File: src/rtl/core_pkg.sv
// -----------------------------------------------------------------------------
// core_pkg
//   Shared constants and types for the integer core pipeline.
//   - DATA_W   : datapath width
//   - REG_AW   : register address width (register 0 reads as zero)
//   - fwd_sel_e: operand-forward source select (register file, EX/MEM, MEM/WB)
//   - REG_ZERO : address of the hardwired zero register
// -----------------------------------------------------------------------------
package core_pkg;

  localparam int DATA_W = 32;
  localparam int REG_AW = 5;

  typedef enum logic [1:0] {
    FWD_RF  = 2'd0,
    FWD_EXM = 2'd1,
    FWD_MWB = 2'd2
  } fwd_sel_e;

  localparam logic [REG_AW-1:0] REG_ZERO = '0;

endpackage

File: src/rtl/fwd_select.sv
// -----------------------------------------------------------------------------
// fwd_select
//   Purely combinational operand-forward selector for one source register.
//   Picks the youngest in-flight producer of the source register:
//   EX/MEM first, then MEM/WB, otherwise the value read from the register
//   file in ID. A source address of zero never forwards, because the zero
//   register is not a real storage location.
//
// Ports:
//   src           in   source register address
//   exm_rd        in   EX/MEM destination address
//   exm_reg_write in   EX/MEM writes its destination
//   exm_result    in   EX/MEM ALU result
//   mwb_rd        in   MEM/WB destination address
//   mwb_reg_write in   MEM/WB writes its destination
//   mwb_result    in   MEM/WB writeback value
//   rf_data       in   latched register-file read value
//   value         out  forwarded operand value
//   sel           out  chosen source (fwd_sel_e)
// -----------------------------------------------------------------------------
module fwd_select
  import core_pkg::*;
#(
  parameter int DATA_W = core_pkg::DATA_W,
  parameter int REG_AW = core_pkg::REG_AW
) (
  input  logic [REG_AW-1:0] src,
  input  logic [REG_AW-1:0] exm_rd,
  input  logic              exm_reg_write,
  input  logic [DATA_W-1:0] exm_result,
  input  logic [REG_AW-1:0] mwb_rd,
  input  logic              mwb_reg_write,
  input  logic [DATA_W-1:0] mwb_result,
  input  logic [DATA_W-1:0] rf_data,
  output logic [DATA_W-1:0] value,
  output fwd_sel_e          sel
);

  logic exm_hit;
  logic mwb_hit;

  // Checking the producer's rd against zero is enough to keep r0 from
  // forwarding: a match then requires src to be nonzero as well.
  assign exm_hit = exm_reg_write && (exm_rd != REG_AW'(REG_ZERO)) && (exm_rd == src);
  assign mwb_hit = mwb_reg_write && (mwb_rd != REG_AW'(REG_ZERO)) && (mwb_rd == src);

  always_comb begin
    sel   = FWD_RF;
    value = rf_data;
    if (exm_hit) begin
      sel   = FWD_EXM;
      value = exm_result;
    end else if (mwb_hit) begin
      sel   = FWD_MWB;
      value = mwb_result;
    end
  end

endmodule

File: src/rtl/ex_operand_forward.sv
// -----------------------------------------------------------------------------
// ex_operand_forward
//   ID/EX pipeline register of the 5-stage core with operand forwarding and
//   load-use hazard detection.
//
//   The decoded ID fields are registered once per cycle. The ALU operands
//   presented to EX are built combinationally from those registered fields
//   and the live EX/MEM and MEM/WB writeback buses. When the instruction in
//   EX is a load whose destination is read by the instruction in ID, stall
//   is raised for one cycle and a bubble is loaded; the held ID instruction
//   then picks the load data up from MEM/WB on the following cycle.
//
// Ports:
//   clk, rst            core clock, synchronous active-high reset
//   id_*                decoded instruction in ID (valid, addresses,
//                       register-file data, immediate, control)
//   flush               squash the ID entry (taken branch/jump)
//   exm_rd/_reg_write/_result  EX/MEM writeback bus
//   mwb_rd/_reg_write/_result  MEM/WB writeback bus
//   stall               hold PC and IF/ID this cycle
//   ex_valid, ex_rd, ex_reg_write, ex_mem_read  registered EX control
//   ex_op_a, ex_op_b    forwarded ALU operands (op_b may be the immediate)
//   ex_store_data       forwarded rt value for stores
// -----------------------------------------------------------------------------
module ex_operand_forward
  import core_pkg::*;
#(
  parameter int DATA_W = core_pkg::DATA_W,
  parameter int REG_AW = core_pkg::REG_AW
) (
  input  logic              clk,
  input  logic              rst,
  input  logic              id_valid,
  input  logic [REG_AW-1:0] id_rs,
  input  logic [REG_AW-1:0] id_rt,
  input  logic [REG_AW-1:0] id_rd,
  input  logic [DATA_W-1:0] id_rs_data,
  input  logic [DATA_W-1:0] id_rt_data,
  input  logic [DATA_W-1:0] id_imm,
  input  logic              id_use_imm,
  input  logic              id_reg_write,
  input  logic              id_mem_read,
  input  logic              flush,
  input  logic [REG_AW-1:0] exm_rd,
  input  logic              exm_reg_write,
  input  logic [DATA_W-1:0] exm_result,
  input  logic [REG_AW-1:0] mwb_rd,
  input  logic              mwb_reg_write,
  input  logic [DATA_W-1:0] mwb_result,
  output logic              stall,
  output logic              ex_valid,
  output logic [REG_AW-1:0] ex_rd,
  output logic              ex_reg_write,
  output logic              ex_mem_read,
  output logic [DATA_W-1:0] ex_op_a,
  output logic [DATA_W-1:0] ex_op_b,
  output logic [DATA_W-1:0] ex_store_data
);

  logic              vld_p1;
  logic [REG_AW-1:0] rs_p1;
  logic [REG_AW-1:0] rt_p1;
  logic [REG_AW-1:0] rd_p1;
  logic [DATA_W-1:0] rs_data_p1;
  logic [DATA_W-1:0] rt_data_p1;
  logic [DATA_W-1:0] imm_p1;
  logic              use_imm_p1;
  logic              reg_write_p1;
  logic              mem_read_p1;

  logic              rs_dep;
  logic              rt_dep;
  logic              bubble;

  logic [DATA_W-1:0] fwd_a;
  logic [DATA_W-1:0] fwd_b;
  fwd_sel_e          sel_a;
  fwd_sel_e          sel_b;
  logic              unused_sel;

  // ---- ID side: load-use hazard on the instruction currently in ID ----
  // rt only counts as a dependency when operand B is actually the register.
  assign rs_dep = (rd_p1 == id_rs);
  assign rt_dep = (rd_p1 == id_rt) && !id_use_imm;

  assign stall = vld_p1 && mem_read_p1 && (rd_p1 != REG_AW'(REG_ZERO)) &&
                 id_valid && (rs_dep || rt_dep);

  // flush takes precedence, but both produce the same bubble, so they share
  // one path. The bubble only squashes control; the data fields are don't-care.
  assign bubble = flush || stall;

  // ---- ID/EX boundary (p1) ----
  always_ff @(posedge clk) begin
    if (rst) begin
      vld_p1       <= 1'b0;
      reg_write_p1 <= 1'b0;
      mem_read_p1  <= 1'b0;
      rs_p1        <= '0;
      rt_p1        <= '0;
      rd_p1        <= '0;
      rs_data_p1   <= '0;
      rt_data_p1   <= '0;
      imm_p1       <= '0;
      use_imm_p1   <= 1'b0;
    end else begin
      if (bubble) begin
        vld_p1       <= 1'b0;
        reg_write_p1 <= 1'b0;
        mem_read_p1  <= 1'b0;
      end else begin
        vld_p1       <= id_valid;
        reg_write_p1 <= id_reg_write;
        mem_read_p1  <= id_mem_read;
      end
      rs_p1      <= id_rs;
      rt_p1      <= id_rt;
      rd_p1      <= id_rd;
      rs_data_p1 <= id_rs_data;
      rt_data_p1 <= id_rt_data;
      imm_p1     <= id_imm;
      use_imm_p1 <= id_use_imm;
    end
  end

  // ---- EX side: forwarded operands from the registered fields ----
  fwd_select #(
    .DATA_W (DATA_W),
    .REG_AW (REG_AW)
  ) u_fwd_a (
    .src           (rs_p1),
    .exm_rd        (exm_rd),
    .exm_reg_write (exm_reg_write),
    .exm_result    (exm_result),
    .mwb_rd        (mwb_rd),
    .mwb_reg_write (mwb_reg_write),
    .mwb_result    (mwb_result),
    .rf_data       (rs_data_p1),
    .value         (fwd_a),
    .sel           (sel_a)
  );

  fwd_select #(
    .DATA_W (DATA_W),
    .REG_AW (REG_AW)
  ) u_fwd_b (
    .src           (rt_p1),
    .exm_rd        (exm_rd),
    .exm_reg_write (exm_reg_write),
    .exm_result    (exm_result),
    .mwb_rd        (mwb_rd),
    .mwb_reg_write (mwb_reg_write),
    .mwb_result    (mwb_result),
    .rf_data       (rt_data_p1),
    .value         (fwd_b),
    .sel           (sel_b)
  );

  // Select codes are only of interest when probing the design.
  assign unused_sel = ^{sel_a, sel_b};

  assign ex_valid      = vld_p1;
  assign ex_rd         = rd_p1;
  // An invalid slot must never write back or be mistaken for a load.
  assign ex_reg_write  = vld_p1 && reg_write_p1;
  assign ex_mem_read   = vld_p1 && mem_read_p1;
  assign ex_op_a       = fwd_a;
  assign ex_op_b       = use_imm_p1 ? imm_p1 : fwd_b;
  assign ex_store_data = fwd_b;

endmodule

File: config.mk
export PLATFORM = sky130hd
export DESIGN_NAME = ex_operand_forward
export DESIGN_NICKNAME = d
export VERILOG_FILES = /design/src/rtl/core_pkg.sv /design/src/rtl/fwd_select.sv /design/src/rtl/ex_operand_forward.sv
export SDC_FILE = /design/constraint.sdc
export NUM_CORES = 1
export LEC_CHECK = 0
export CAP_MARGIN = 20
export CELL_PAD_IN_SITES_DETAIL_PLACEMENT = 1
export CELL_PAD_IN_SITES_GLOBAL_PLACEMENT = 1
export CORE_ASPECT_RATIO = 0.5
export CORE_MARGIN = 3
export CORE_UTILIZATION = 28
export DETAILED_ROUTE_END_ITERATION = 10
export PLACE_DENSITY = 0.75
export REMOVE_ABC_BUFFERS = 1
export SETUP_SLACK_MARGIN = 0.1
export SLEW_MARGIN = 25
export SYNTH_ARGS = -nofsm -noshare
export SYNTH_HDL_FRONTEND = slang
export SYNTH_HIERARCHICAL = 1
export SYNTH_SLANG_ARGS = --single-unit
File: constraint.sdc
create_clock -name clk -period 2.15 [get_ports clk]
set_clock_uncertainty 0.1 [all_clocks]
set_input_delay 0.3225 -clock clk [delete_from_list [all_inputs] [get_ports clk]]
set_output_delay 0.3225 -clock clk [all_outputs]
set_load 0.03 [all_outputs]
Word-level counts from Yosys, hierarchy flattened
Index checks and enable logic that the tools add are counted.

word-level totals
  bits in registers = 115
  input bits = 194
  output and inout port bits = 105
  word-level logic and storage cells = 40

cells by class
  equal/unequal tests = 6
  mux-type cells = 5
  reductions and logical operators = 19

operators with widths
  kind               count
  $mux 32            5
  $eq 5x5->1         6
  $reduce_bool 5->1  3
  $logic_and 1x1->1  12
  $logic_or 1x1->1   2
  $reduce_or 2->1    1
  $logic_not 1->1    1

Depth between registers and ports, before layout
  depth in word-level cells = 6
  depth in mapped cells = 8
  mapped depth without buffers = 5

Hierarchy
The synthesis kept the hierarchy.

modules (own cells, without submodules)
  module              instances  cells an instance  area each (sq um)  seq. area each (sq um)
  ex_operand_forward  1          301                3,604.7            2,302.2
  fwd_select          2          186                1,497.7            0.0

Worst setup path after synthesis
Ideal clock, no wire load.

  kind = register to output
  start = register rt_p1[0]
  end = output port ex_op_b[10]
  data arrival time = 2.435 ns
  required time = 1.727 ns
  setup slack = -0.708 ns
  stages on the path, launching flop included = 9
  path buffers = 3
  cells stage by stage = dfxtp_1 > or4_1 > a21oi_2 > buf_6 > buf_12 > buf_12 > o31ai_1 > a31oi_1 > mux2_2

on the way
  cells in the longest elaborated chain, start to end = 5
  elaborated cells between the ends (all ways) = 7
  those cells by class = 2 x eq/ne; 3 x mux; 2 x reduce/logical

ends and longest elaborated chain
  what                         line                       text
  start: declaration           ex_operand_forward.sv:62   logic [REG_AW-1:0] rt_p1;
  start signal: assignment     ex_operand_forward.sv:117  rt_p1 <= id_rt;
  $eq 5x5->1                   fwd_select.sv:45           assign mwb_hit = mwb_reg_write && (mwb_rd != REG_AW'(REG_ZERO)) && (mwb_rd == src);
  $logic_and 1x1->1            fwd_select.sv:45
  $mux 32                      fwd_select.sv:53           end else if (mwb_hit) begin
  $mux 32 (*)                  fwd_select.sv:50           if (exm_hit) begin
  named net ex_store_data[10]  ex_operand_forward.sv:57   output logic [DATA_W-1:0] ex_store_data
  $mux 32 (*)                  ex_operand_forward.sv:168  assign ex_op_b = use_imm_p1 ? imm_p1 : fwd_b;
  end: declaration             ex_operand_forward.sv:56   output logic [DATA_W-1:0] ex_op_b,

Mark *: on every way through the listed nets, which the timed path passes. The rest lies on a longest branch.

Worst setup path after layout
  start = register rt_p1[1]
  end = output port ex_op_b[27]

on the way
  cells in the longest elaborated chain, start to end = 5
  elaborated cells between the ends (all ways) = 7
  those cells by class = 2 x eq/ne; 3 x mux; 2 x reduce/logical

ends and longest elaborated chain
  what               line
  $eq 5x5->1         fwd_select.sv:45
  $logic_and 1x1->1  fwd_select.sv:45
  $mux 32            fwd_select.sv:53
  $mux 32 (*)        fwd_select.sv:50
  $mux 32 (*)        ex_operand_forward.sv:168

Mark *: on every way between the ends. The rest lies on a longest branch, timed or not.

==> results by group <==
STA
  • F_max: 0.311 GHz
  • PnR worst setup slack: -1060 ps
  • Max-slew violations: 0
  • Unrepaired setup endpoints after global routing: yes
  • Final setup fails: 97
  • Setup TNS Final: -84,150 ps
  • Fin. Hold Viols: 0
  • Worst Tran Pin Value: 905 ps
  • WHS: 219 ps
  • Final min period: 3210 ps
  • Relative slew slack: 39.1%
  • Period Utilization, post-route: 149%

Placed design
  • Placed insts: 1,296
  • Port bufs: 298
  • Post-DP HPWL: 22,400 µm
  • Final GP Congestion: 0.816

Pwr
  • VDD IR max: 0.000579 V
  • Switching Fraction: 34.4%
  • Gate power share: 37.6%
  • P_int: 5.49 mW
  • Pwr dens: 588 mW/mm²
  • Switch Pwr: 2.88 mW
  • Pleak: 5.24 nW
  • Reg power frac: 27.9%
  • Clock Power Share: 34.5%

Finish
  • Layout cell share with drive strength beyond 1: 55.7%
  • Final net count: 1,293
  • Final core occ: 63.9%
  • Fill count: 2,171
  • Area growth syn-to-layout: 117%
  • Final Non-Filler Cells: 1,414

Run status
  • Status: finished, violations left
  • Failing checks: negative setup slack

Critical path
  • Data required time at the worst endpoint: 1730 ps
  • Crit Path Class: register to output port
  • Critical path peak fanout: 8
  • Slowest-stage cell, CP: or4_4
  • Family with the most delay on the worst path: compound AO/OA/AOI/OAI gates
  • Worst Setup Start Kind: register
  • CP Capture Type: output port
  • Biggest cell delay along the critical path: 570 ps
  • Critical Path AT: 2790 ps
  • Crit-path cells: or4_4 > a21oi_4 > buf_6 > buf_6 > o31ai_1 > a31oi_2 > mux2_2 > buf_4
  • Most frequent CP cell: buf_6
  • Critical path buffer and inverter count: 3

Route
  • Vias: 8,698
  • WL/cell: 35.3 µm
  • DR iter-0 viols: 912
  • Via density: 6.15
  • Detailed Routing Iterations Pass 1: 5
  • Drt drc: 0
  • ANT nets after route: 0
  • Final WL: 49,900 µm

Die
  • Chip Height: 114 µm
  • Rows: 38
  • Io pins: 299
  • Initial Util: 29.4%
  • Die Span X: 222 µm
  • Core area: 0.0223 mm²
  • DIE AREA: 0.0254 mm²

Yosys
  • Post-Synthesis Cells: 667
  • Yosys Warn Count: 6
  • Syn avg cell area: 9.82 µm²
  • Post-synthesis cell area: 0.00655 mm²

CTS
  • H-tree Lvls: 4
  • Num CTS Buffers: 17
  • CTS root buf: clkbuf_16
  • Clock sinks: 115
  • Insertion delay to the later sink of the worst-skew pair: 440 ps
  • Clk buf depth: 2
  • Worst-path clk slew: 60 ps
  • Hold_buf cts: 0
  • CTS tree: yes

Worst hold path
  • Hold crit path type: input port to register

Global route
  • First-pass GRT wire length: 58,100 µm
  • GR Util All Layers: 30.4%
  • Antenna violations before repair: 4
  • Largest net degree at the start of global routing: 54
  • Vias in the first global route: 8,866
  • Congestion Overflow GR: 0

Flow run
  • Max_cap viols: 0
area by class of cell:
class | count | area (µm²) | share of cell area [%]
clock inverter | 5 | 50.0 | 0.351
antenna | 4 | 10.0 | 0.0703
tap | 300 | 375 | 2.63
sequential | 115 | 2330 | 16.3
multi-input combinational | 468 | 5630 | 39.5
clock buffer | 25 | 505 | 3.55
timing repair buffer | 497 | 5340 | 37.5
power groups by stage:
stage / logic, mW / registers, mW / clock network [mW]
5_1_grt: 3.19 / 2.34 / 2.98
6_report: 3.15 / 2.33 / 2.89
2_1_floorplan: 0.802 / 2.34 / 0
3_5_place_dp: 2.00 / 2.34 / 0
3_3_place_gp: 1.95 / 2.33 / 0
4_1_cts: 2.50 / 2.30 / 2.81
worst paths after layout:
kind / startpoint / endpoint / slack, ps / cells past startpoint
min: rst / imm_p1[10]$_SDFF_PP0_ / 220 / 2
max reg2reg: ex_rd[4]$_SDFF_PP0_ / ex_valid$_SDFF_PP0_ / 660 / 6
min reg2reg: ex_rd[1]$_SDFF_PP0_ / mem_read_p1$_SDFF_PP0_ / 590 / 2
max: rt_p1[1]$_SDFF_PP0_ / ex_op_b[27] / -1060 / 8
sequential cells by signal, indices dropped and copies added (netlist names):
| register | flops |
|---|---|
| ex_valid | 1 |
| mem_read_p1 | 1 |
| rs_data_p1 | 32 |
| rt_p1 | 5 |
| imm_p1 | 32 |
| use_imm_p1 | 1 |
| reg_write_p1 | 1 |
| rt_data_p1 | 32 |
| rs_p1 | 5 |
| ex_rd | 5 |
placed cells by master (no fill, tap or decap), types with 25 or more instances in the layout:
cell type        count
nor4_2              33
buf_4              122
buf_6              125
dfxtp_1            100
mux2_4              25
clkdlybuf4s50_1    188
or4b_4              64
nor2b_1            112
a31oi_4             58
o31ai_2             31
nor4_1              28
metal layers:
layer  track usage (%)  wire length, µm  vias to the layer above  share of wire (%)
li1                  -                -                     3411                  -
met1              33.3            18800                     4344                 38
met3              6.58             4050                      245                8.1
met5                 0                0                        -                  0
met4              21.2             3610                        0                7.2
met2              53.4            23500                      698                 47
what timing repair did:
item,4_1_cts,5_1_grt
endpoints found under the setup margin,99,99
resized for setup,286,227
buffers inserted,41,33
pin swaps,72,65
cloned,9,9
worst register-to-register path, delay by kind of cell, from the launching register on:
kind            cells  cell delay, ps
compound gates      2             350
flops               1             400
xor+xnor            1             130
buf+inv             2             280
simple gates        1             130
per-stage QoR:
step	cell area (µm²)	worst slack [ps]	total power [mW]
global placement	10300	-845	4.28
finish	14200	-1060	8.37
CTS	12700	-890	7.62
detailed placement	10300	-939	4.34
global route	14200	-1070	8.51
floorplan	6020	-1660	3.14
Power figures use the tool's default switching activity.
